**src/rtl/slc3_pkg.sv**
```systemverilog
// Shared types and constants for the SLC-3 memory arbiter.
//   arb_state_t : arbiter FSM states
//   grant_t     : which requester owns the current transaction
//   mem_req_t   : latched request payload (we/addr/wdata)
package slc3_pkg;

    localparam int unsigned DATA_W = 16;
    localparam int unsigned ADDR_W = 16;
    localparam int unsigned SW_W   = 10;
    localparam int unsigned CNT_W  = 4;

    // Switch-read / hex-display word, decoded inside the arbiter
    localparam logic [ADDR_W-1:0] MMIO_SW_HEX = 16'hFFFF;

    typedef enum logic [1:0] {
        IDLE,
        ACCESS,
        MMIO,
        DONE
    } arb_state_t;

    typedef enum logic {
        GNT_CPU,
        GNT_LD
    } grant_t;

    typedef struct packed {
        logic              we;
        logic [ADDR_W-1:0] addr;
        logic [DATA_W-1:0] wdata;
    } mem_req_t;

endpackage

```
**src/rtl/slc3_mem_arbiter.sv**
```systemverilog
// Two-requester (CPU datapath / program loader) arbiter for the single SLC-3
// memory port. Each access runs as a fixed WAIT_CYCLES memory transaction;
// the MMIO word (switch read / hex display write) is served locally.
//
// Ports:
//   Clk, Reset                 clock, asynchronous active-high reset
//   cpu_req/we/addr/wdata      CPU request (level, held until cpu_ack)
//   cpu_ack                    one-cycle CPU completion pulse
//   ld_req/we/addr/wdata       loader request
//   ld_ack                     one-cycle loader completion pulse
//   rdata                      read data, valid in ack cycle, held to next read
//   SW                         switches returned by MMIO reads
//   hex_reg                    display register written by MMIO writes
//   mem_ce/we/addr/wdata       memory port
//   mem_rdata                  memory read data
//   busy                       high whenever the FSM is not IDLE
//
// Build option: SLC3_ARB_RR_EN selects round-robin arbitration on
// simultaneous requests; without it the CPU has fixed priority.
module slc3_mem_arbiter
    import slc3_pkg::*;
#(
    parameter int unsigned       WAIT_CYCLES = 2,
    parameter logic [ADDR_W-1:0] MMIO_ADDR   = MMIO_SW_HEX
) (
    input  logic              Clk,
    input  logic              Reset,
    input  logic              cpu_req,
    input  logic              cpu_we,
    input  logic [ADDR_W-1:0] cpu_addr,
    input  logic [DATA_W-1:0] cpu_wdata,
    output logic              cpu_ack,
    input  logic              ld_req,
    input  logic              ld_we,
    input  logic [ADDR_W-1:0] ld_addr,
    input  logic [DATA_W-1:0] ld_wdata,
    output logic              ld_ack,
    output logic [DATA_W-1:0] rdata,
    input  logic [SW_W-1:0]   SW,
    output logic [DATA_W-1:0] hex_reg,
    output logic              mem_ce,
    output logic              mem_we,
    output logic [ADDR_W-1:0] mem_addr,
    output logic [DATA_W-1:0] mem_wdata,
    input  logic [DATA_W-1:0] mem_rdata,
    output logic              busy
);

    localparam logic [CNT_W-1:0] CNT_LOAD = CNT_W'(WAIT_CYCLES - 1);

    arb_state_t        r_state,     w_state_nxt;
    grant_t            r_gnt,       w_gnt_nxt;
    mem_req_t          r_req,       w_req_nxt;
    logic [CNT_W-1:0]  r_cnt,       w_cnt_nxt;
    logic [DATA_W-1:0] r_rdata,     w_rdata_nxt;
    logic [DATA_W-1:0] r_hex,       w_hex_nxt;
    logic              r_cpu_ack,   w_cpu_ack_nxt;
    logic              r_ld_ack,    w_ld_ack_nxt;
    logic              r_mem_ce,    w_mem_ce_nxt;
    logic              r_mem_we,    w_mem_we_nxt;
    logic [ADDR_W-1:0] r_mem_addr,  w_mem_addr_nxt;
    logic [DATA_W-1:0] r_mem_wdata, w_mem_wdata_nxt;
    logic              r_busy,      w_busy_nxt;

    grant_t            w_pick;
    mem_req_t          w_sel;
    logic              w_any_req;

    assign w_any_req = cpu_req | ld_req;

`ifdef SLC3_ARB_RR_EN
    // Last granted requester; starts at loader so the CPU wins the first tie.
    grant_t r_last;

    always_ff @(posedge Clk or posedge Reset) begin
        if (Reset) begin
            r_last <= GNT_LD;
        end else if (r_state == IDLE && w_any_req) begin
            r_last <= w_pick;
        end
    end

    // Round-robin: on a tie the requester not granted last wins.
    always_comb begin
        w_pick = cpu_req ? GNT_CPU : GNT_LD;
        if (cpu_req && ld_req) begin
            w_pick = (r_last == GNT_CPU) ? GNT_LD : GNT_CPU;
        end
    end
`else
    // Fixed priority: CPU always wins a tie.
    always_comb begin
        w_pick = cpu_req ? GNT_CPU : GNT_LD;
    end
`endif

    // Payload of the arbitration winner
    always_comb begin
        w_sel = (w_pick == GNT_CPU) ? '{we: cpu_we, addr: cpu_addr, wdata: cpu_wdata}
                                    : '{we: ld_we,  addr: ld_addr,  wdata: ld_wdata};
    end

    // State and registered outputs
    always_ff @(posedge Clk or posedge Reset) begin
        if (Reset) begin
            r_state     <= IDLE;
            r_gnt       <= GNT_CPU;
            r_req       <= '0;
            r_cnt       <= '0;
            r_rdata     <= '0;
            r_hex       <= '0;
            r_cpu_ack   <= 1'b0;
            r_ld_ack    <= 1'b0;
            r_mem_ce    <= 1'b0;
            r_mem_we    <= 1'b0;
            r_mem_addr  <= '0;
            r_mem_wdata <= '0;
            r_busy      <= 1'b0;
        end else begin
            r_state     <= w_state_nxt;
            r_gnt       <= w_gnt_nxt;
            r_req       <= w_req_nxt;
            r_cnt       <= w_cnt_nxt;
            r_rdata     <= w_rdata_nxt;
            r_hex       <= w_hex_nxt;
            r_cpu_ack   <= w_cpu_ack_nxt;
            r_ld_ack    <= w_ld_ack_nxt;
            r_mem_ce    <= w_mem_ce_nxt;
            r_mem_we    <= w_mem_we_nxt;
            r_mem_addr  <= w_mem_addr_nxt;
            r_mem_wdata <= w_mem_wdata_nxt;
            r_busy      <= w_busy_nxt;
        end
    end

    // Next state; outputs are computed for the state being entered so the
    // registered copies line up with that state.
    always_comb begin
        w_state_nxt     = r_state;
        w_gnt_nxt       = r_gnt;
        w_req_nxt       = r_req;
        w_cnt_nxt       = r_cnt;
        w_rdata_nxt     = r_rdata;
        w_hex_nxt       = r_hex;
        w_cpu_ack_nxt   = 1'b0;
        w_ld_ack_nxt    = 1'b0;
        w_mem_ce_nxt    = 1'b0;
        w_mem_we_nxt    = 1'b0;
        w_mem_addr_nxt  = '0;
        w_mem_wdata_nxt = '0;

        case (r_state)
            IDLE: begin
                if (w_any_req) begin
                    w_gnt_nxt = w_pick;
                    w_req_nxt = w_sel;
                    if (w_sel.addr == MMIO_ADDR) begin
                        w_state_nxt = MMIO;
                    end else begin
                        w_state_nxt     = ACCESS;
                        w_cnt_nxt       = CNT_LOAD;
                        w_mem_ce_nxt    = 1'b1;
                        w_mem_we_nxt    = w_sel.we;
                        w_mem_addr_nxt  = w_sel.addr;
                        w_mem_wdata_nxt = w_sel.wdata;
                    end
                end
            end

            ACCESS: begin
                if (r_cnt == '0) begin
                    w_state_nxt   = DONE;
                    w_cpu_ack_nxt = (r_gnt == GNT_CPU);
                    w_ld_ack_nxt  = (r_gnt == GNT_LD);
                    if (!r_req.we) begin
                        w_rdata_nxt = mem_rdata;
                    end
                end else begin
                    w_cnt_nxt       = r_cnt - CNT_W'(1);
                    w_mem_ce_nxt    = 1'b1;
                    w_mem_we_nxt    = r_req.we;
                    w_mem_addr_nxt  = r_req.addr;
                    w_mem_wdata_nxt = r_req.wdata;
                end
            end

            MMIO: begin
                w_state_nxt   = DONE;
                w_cpu_ack_nxt = (r_gnt == GNT_CPU);
                w_ld_ack_nxt  = (r_gnt == GNT_LD);
                if (r_req.we) begin
                    w_hex_nxt = r_req.wdata;
                end else begin
                    w_rdata_nxt = {(DATA_W - SW_W)'(0), SW};
                end
            end

            DONE: begin
                w_state_nxt = IDLE;
            end

            default: begin
                w_state_nxt = IDLE;
            end
        endcase

        w_busy_nxt = (w_state_nxt != IDLE);
    end

    assign cpu_ack   = r_cpu_ack;
    assign ld_ack    = r_ld_ack;
    assign rdata     = r_rdata;
    assign hex_reg   = r_hex;
    assign mem_ce    = r_mem_ce;
    assign mem_we    = r_mem_we;
    assign mem_addr  = r_mem_addr;
    assign mem_wdata = r_mem_wdata;
    assign busy      = r_busy;

endmodule

```
**config.mk**
```make
export PLATFORM = sky130hd
export DESIGN_NAME = slc3_mem_arbiter
export DESIGN_NICKNAME = d
export VERILOG_FILES = /design/src/rtl/slc3_pkg.sv /design/src/rtl/slc3_mem_arbiter.sv
export SDC_FILE = /design/constraint.sdc
export NUM_CORES = 1
export LEC_CHECK = 0
export ABC_AREA = 0
export BUFFER_PORTS_ARGS = -buffer_cell sky130_fd_sc_hd__buf_2
export CAP_MARGIN = 0
export CORE_UTILIZATION = 40
export CTS_CLUSTER_DIAMETER = 150
export DETAILED_ROUTE_END_ITERATION = 10
export PLACE_DENSITY = 0.75
export SYNTH_ARGS = -nofsm -noshare
export SYNTH_HDL_FRONTEND = slang
export SYNTH_SLANG_ARGS = --single-unit
```
**constraint.sdc**
```tcl
create_clock -name Clk -period 3.24 [get_ports Clk]
set_input_delay 0 -clock Clk [delete_from_list [all_inputs] [get_ports Clk]]
set_output_delay 0 -clock Clk [all_outputs]
set_load 0.05 [all_outputs]
```
==> out/results.tsv <==
stage	metric	value	unit
outcome	outcome	complete, but fails checks	
outcome	violations	design-rule violations, negative hold slack	
die	io_pins	165	
global_routing	overflow	0	
synth	synth_area_leaders	dfrtp_1 (57%), mux2i_1 (8.6%), o21ai_0 (8.3%)	
clock_tree	cts_setup_buffers	0	
setup_path	cp-start-kind	flop	
final_layout	final_util	57.97	%
setup_path	crit_required	3500	ps
global_routing	grt_pass1_wl	21160	um
global_routing	grt_antenna_before_repair	1	
power	power_density	1008	nW/um^2
sta	drv_slew	0	
sta	grt_setup_unrepaired	no	
sta	period_minus_slack	2178	ps
synth	yosysTopAreaCell	dfrtp_1	
setup_path	end_kind	flop	
sta	hold_viol	1	
routing	dr.first_iter.drc_count	275	
clock_tree	cts.repair.resized	0	
final_layout	final_layout_size_suffix_gt1_share	30.93	%
placed_design	dpl_cell_area	5703	um^2
global_routing	first_global_vias	4398	
die	start_util	41.40	%
final_layout	syn2layout_area_growth	40.05	%
power	p_leak	0.003305	uW
placed_design	post-dp-hpwl	8415	um
final_layout	final_cell_mix	buf_2 (164), dfrtp_1 (109), o21ai_0 (79)	
setup_path	criticalPathCategory	reg2reg	
global_routing	grt_use_total	21.41	%
clock_tree	ctsHtreeMaxLevel	3	
synth	netlist_instances	451	
setup_path	crit_arrival	2430	ps
synth	synth_top_area_share	57.22	%
routing	num_vias	4215	
routing	finalWirelength	13030	um
synth	synthDistinctLibCells	39	
routing	vias_per_cell	5.122	
clock_tree	cts_made_buffers	9	
die	core	11520	um^2
routing	drc	20	
clock_tree	tritoncts	yes	
sta	setup_violations	0	
routing	wl_per_cell	15.84	um
synth	synth_area_per_cell	10.57	um^2
die	rows	39	
job	cap_violations	0	
placed_design	post-place-ws	826.4	ps
final_layout	top_register	r_req	
final_layout	nFillCells	967	
placed_design	place_congestion	0.9029	
sta	whs	-10.94	ps
routing	drt_first_pass_iters	8	
final_layout	final_area	6676	um^2
clock_tree	clock-sinks	109	
sta	setup_slack	1062	ps
power	ir_worst_vdd	0.4666	mV
sta	fmax	0.4591	GHz
die	die_area	12360	um^2
synth	ys_seq_area_share	57.22	%
synth	synth_seq_cells	109	
hold_path	hold_class	in2reg	
synth	syn_nets	552	
sta	tightest_slew	1157	ps
placed_design	io_buffers	164	
synth	synth_warnings	0	
sta	fin_tns_setup	0	ps
synth	synth_area	4767	um^2
sta	relSlewSlack	22.61	%
clock_tree	clockRootBuffer	clkbuf_16	
final_layout	nets	775	
final_layout	largest_reg_flops	33	
die	die_w	111.2	um
sta	skew	8.850	ps
clock_tree	clock_path_buffers	2	
clock_tree	clk_pin_slew	70	ps
clock_tree	clkLatencyLatePin	340	ps
setup_path	critical_path.max_fanout	19	
final_layout	layout.cells.most_common	buf_2	
global_routing	grt_max_degree	56	
routing	drtAntennaViolNets	0	
die	die_h	111.2	um
sta	period_share	67.23	%
==> path summary, 6_finish.rpt <==
kind,cells after the start,start,slack [ps],endpoint
worst max-delay path,7,r_state[1],1060,r_cnt[2]
worst min-delay path,3,SW[9],-10,rdata[9]
worst max register to register,7,r_state[1],1060,r_cnt[2]
worst min register to register,1,r_gnt,470,cpu_ack
max in group asynchronous,4,Reset,2090,r_req[3]
min in group asynchronous,3,Reset,300,hex_reg[6]
==> synthesized netlist by cell type, drive strengths merged <==
cell,instances
nand2,77
a31oi,1
mux2i,41
nor4b,1
or4,1
a21o,1
o31ai,1
nor3b,1
and3,2
buf,14
a22o,1
ha,5
and2,1
a22oi,1
nand2b,1
nand3b,6
a211oi,2
nor2b,4
inv,14
o311ai,1
mux2,16
o21ai,82
nor2,20
or3,3
nor3,2
a21oi,16
nand3,3
o211ai,3
dfrtp,109
a221oi,2
nand4,6
nor4,1
a32oi,1
clkbuf,11
==> cell families (layout without fill, tap and decap cells) <==
logic type,after synthesis,count (layout),share of synthesized area (%)
AO/OA/AOI/OAI,112,112,12.84
AND/OR/NAND/NOR,129,129,12.28
adder cells (fa/ha/maj),5,5,1.312
flip-flops,109,109,57.22
other,0,1,0
buffers and inverters,39,267,3.963
multiplexers,57,57,12.39
==> layer usage <==
metal  up-vias  share of wire (%)  track usage (%)  routed length, um
met5         -                  0                0                  0
met4         0                2.9            10.09                383
met3        33                4.6            2.624                595
met2       140                 53            39.79               6946
met1      2036                 39            24.25               5108
li1       2006                  -                -                  -
==> layout make-up <==
class | count | area, um^2 | area share (%)
well taps | 143 | 178.9 | 2.680
clock buffers | 11 | 242.7 | 3.636
clock inverters | 5 | 67.56 | 1.012
diodes | 1 | 2.502 | 0.03748
repair buffers | 237 | 1534 | 22.98
inverters | 14 | 55.05 | 0.8246
multi-input cells | 303 | 1868 | 27.98
flip-flops and latches | 109 | 2728 | 40.85
==> report_power, final <==
part | switching, uW | internal (uW)
combinational | 2370 | 938
clock | 510 | 632
sequential | 315 | 1960
==> what timing repair did <==
action                                  4_1_cts  5_1_grt
endpoints found under the hold margin       100        0
endpoints found under the setup margin        0        0
hold buffers                                 66        0
==> worst max-delay path, cell delays in order (launching register included) <==
cell and delay (ps):
dfrtp_1 400, inv_1 110, ha_1 240, inv_1 150
nor2_2 620, buf_4 370, nand3_1 100, o211ai_1 90
==> through the flow <==
step | cells | hold WS, ps | total power (uW)
6_report | 823 | -10.94 | 6730
3_5_place_dp | 740 | 153.6 | 5463
2_1_floorplan | 451 | 147.5 | 4666
4_1_cts | 822 | 0.2787 | 6712
3_3_place_gp | 740 | 139.8 | 5339
5_1_grt | 823 | 15.03 | 7104
Note: power is estimated with default switching activity, not from simulation.
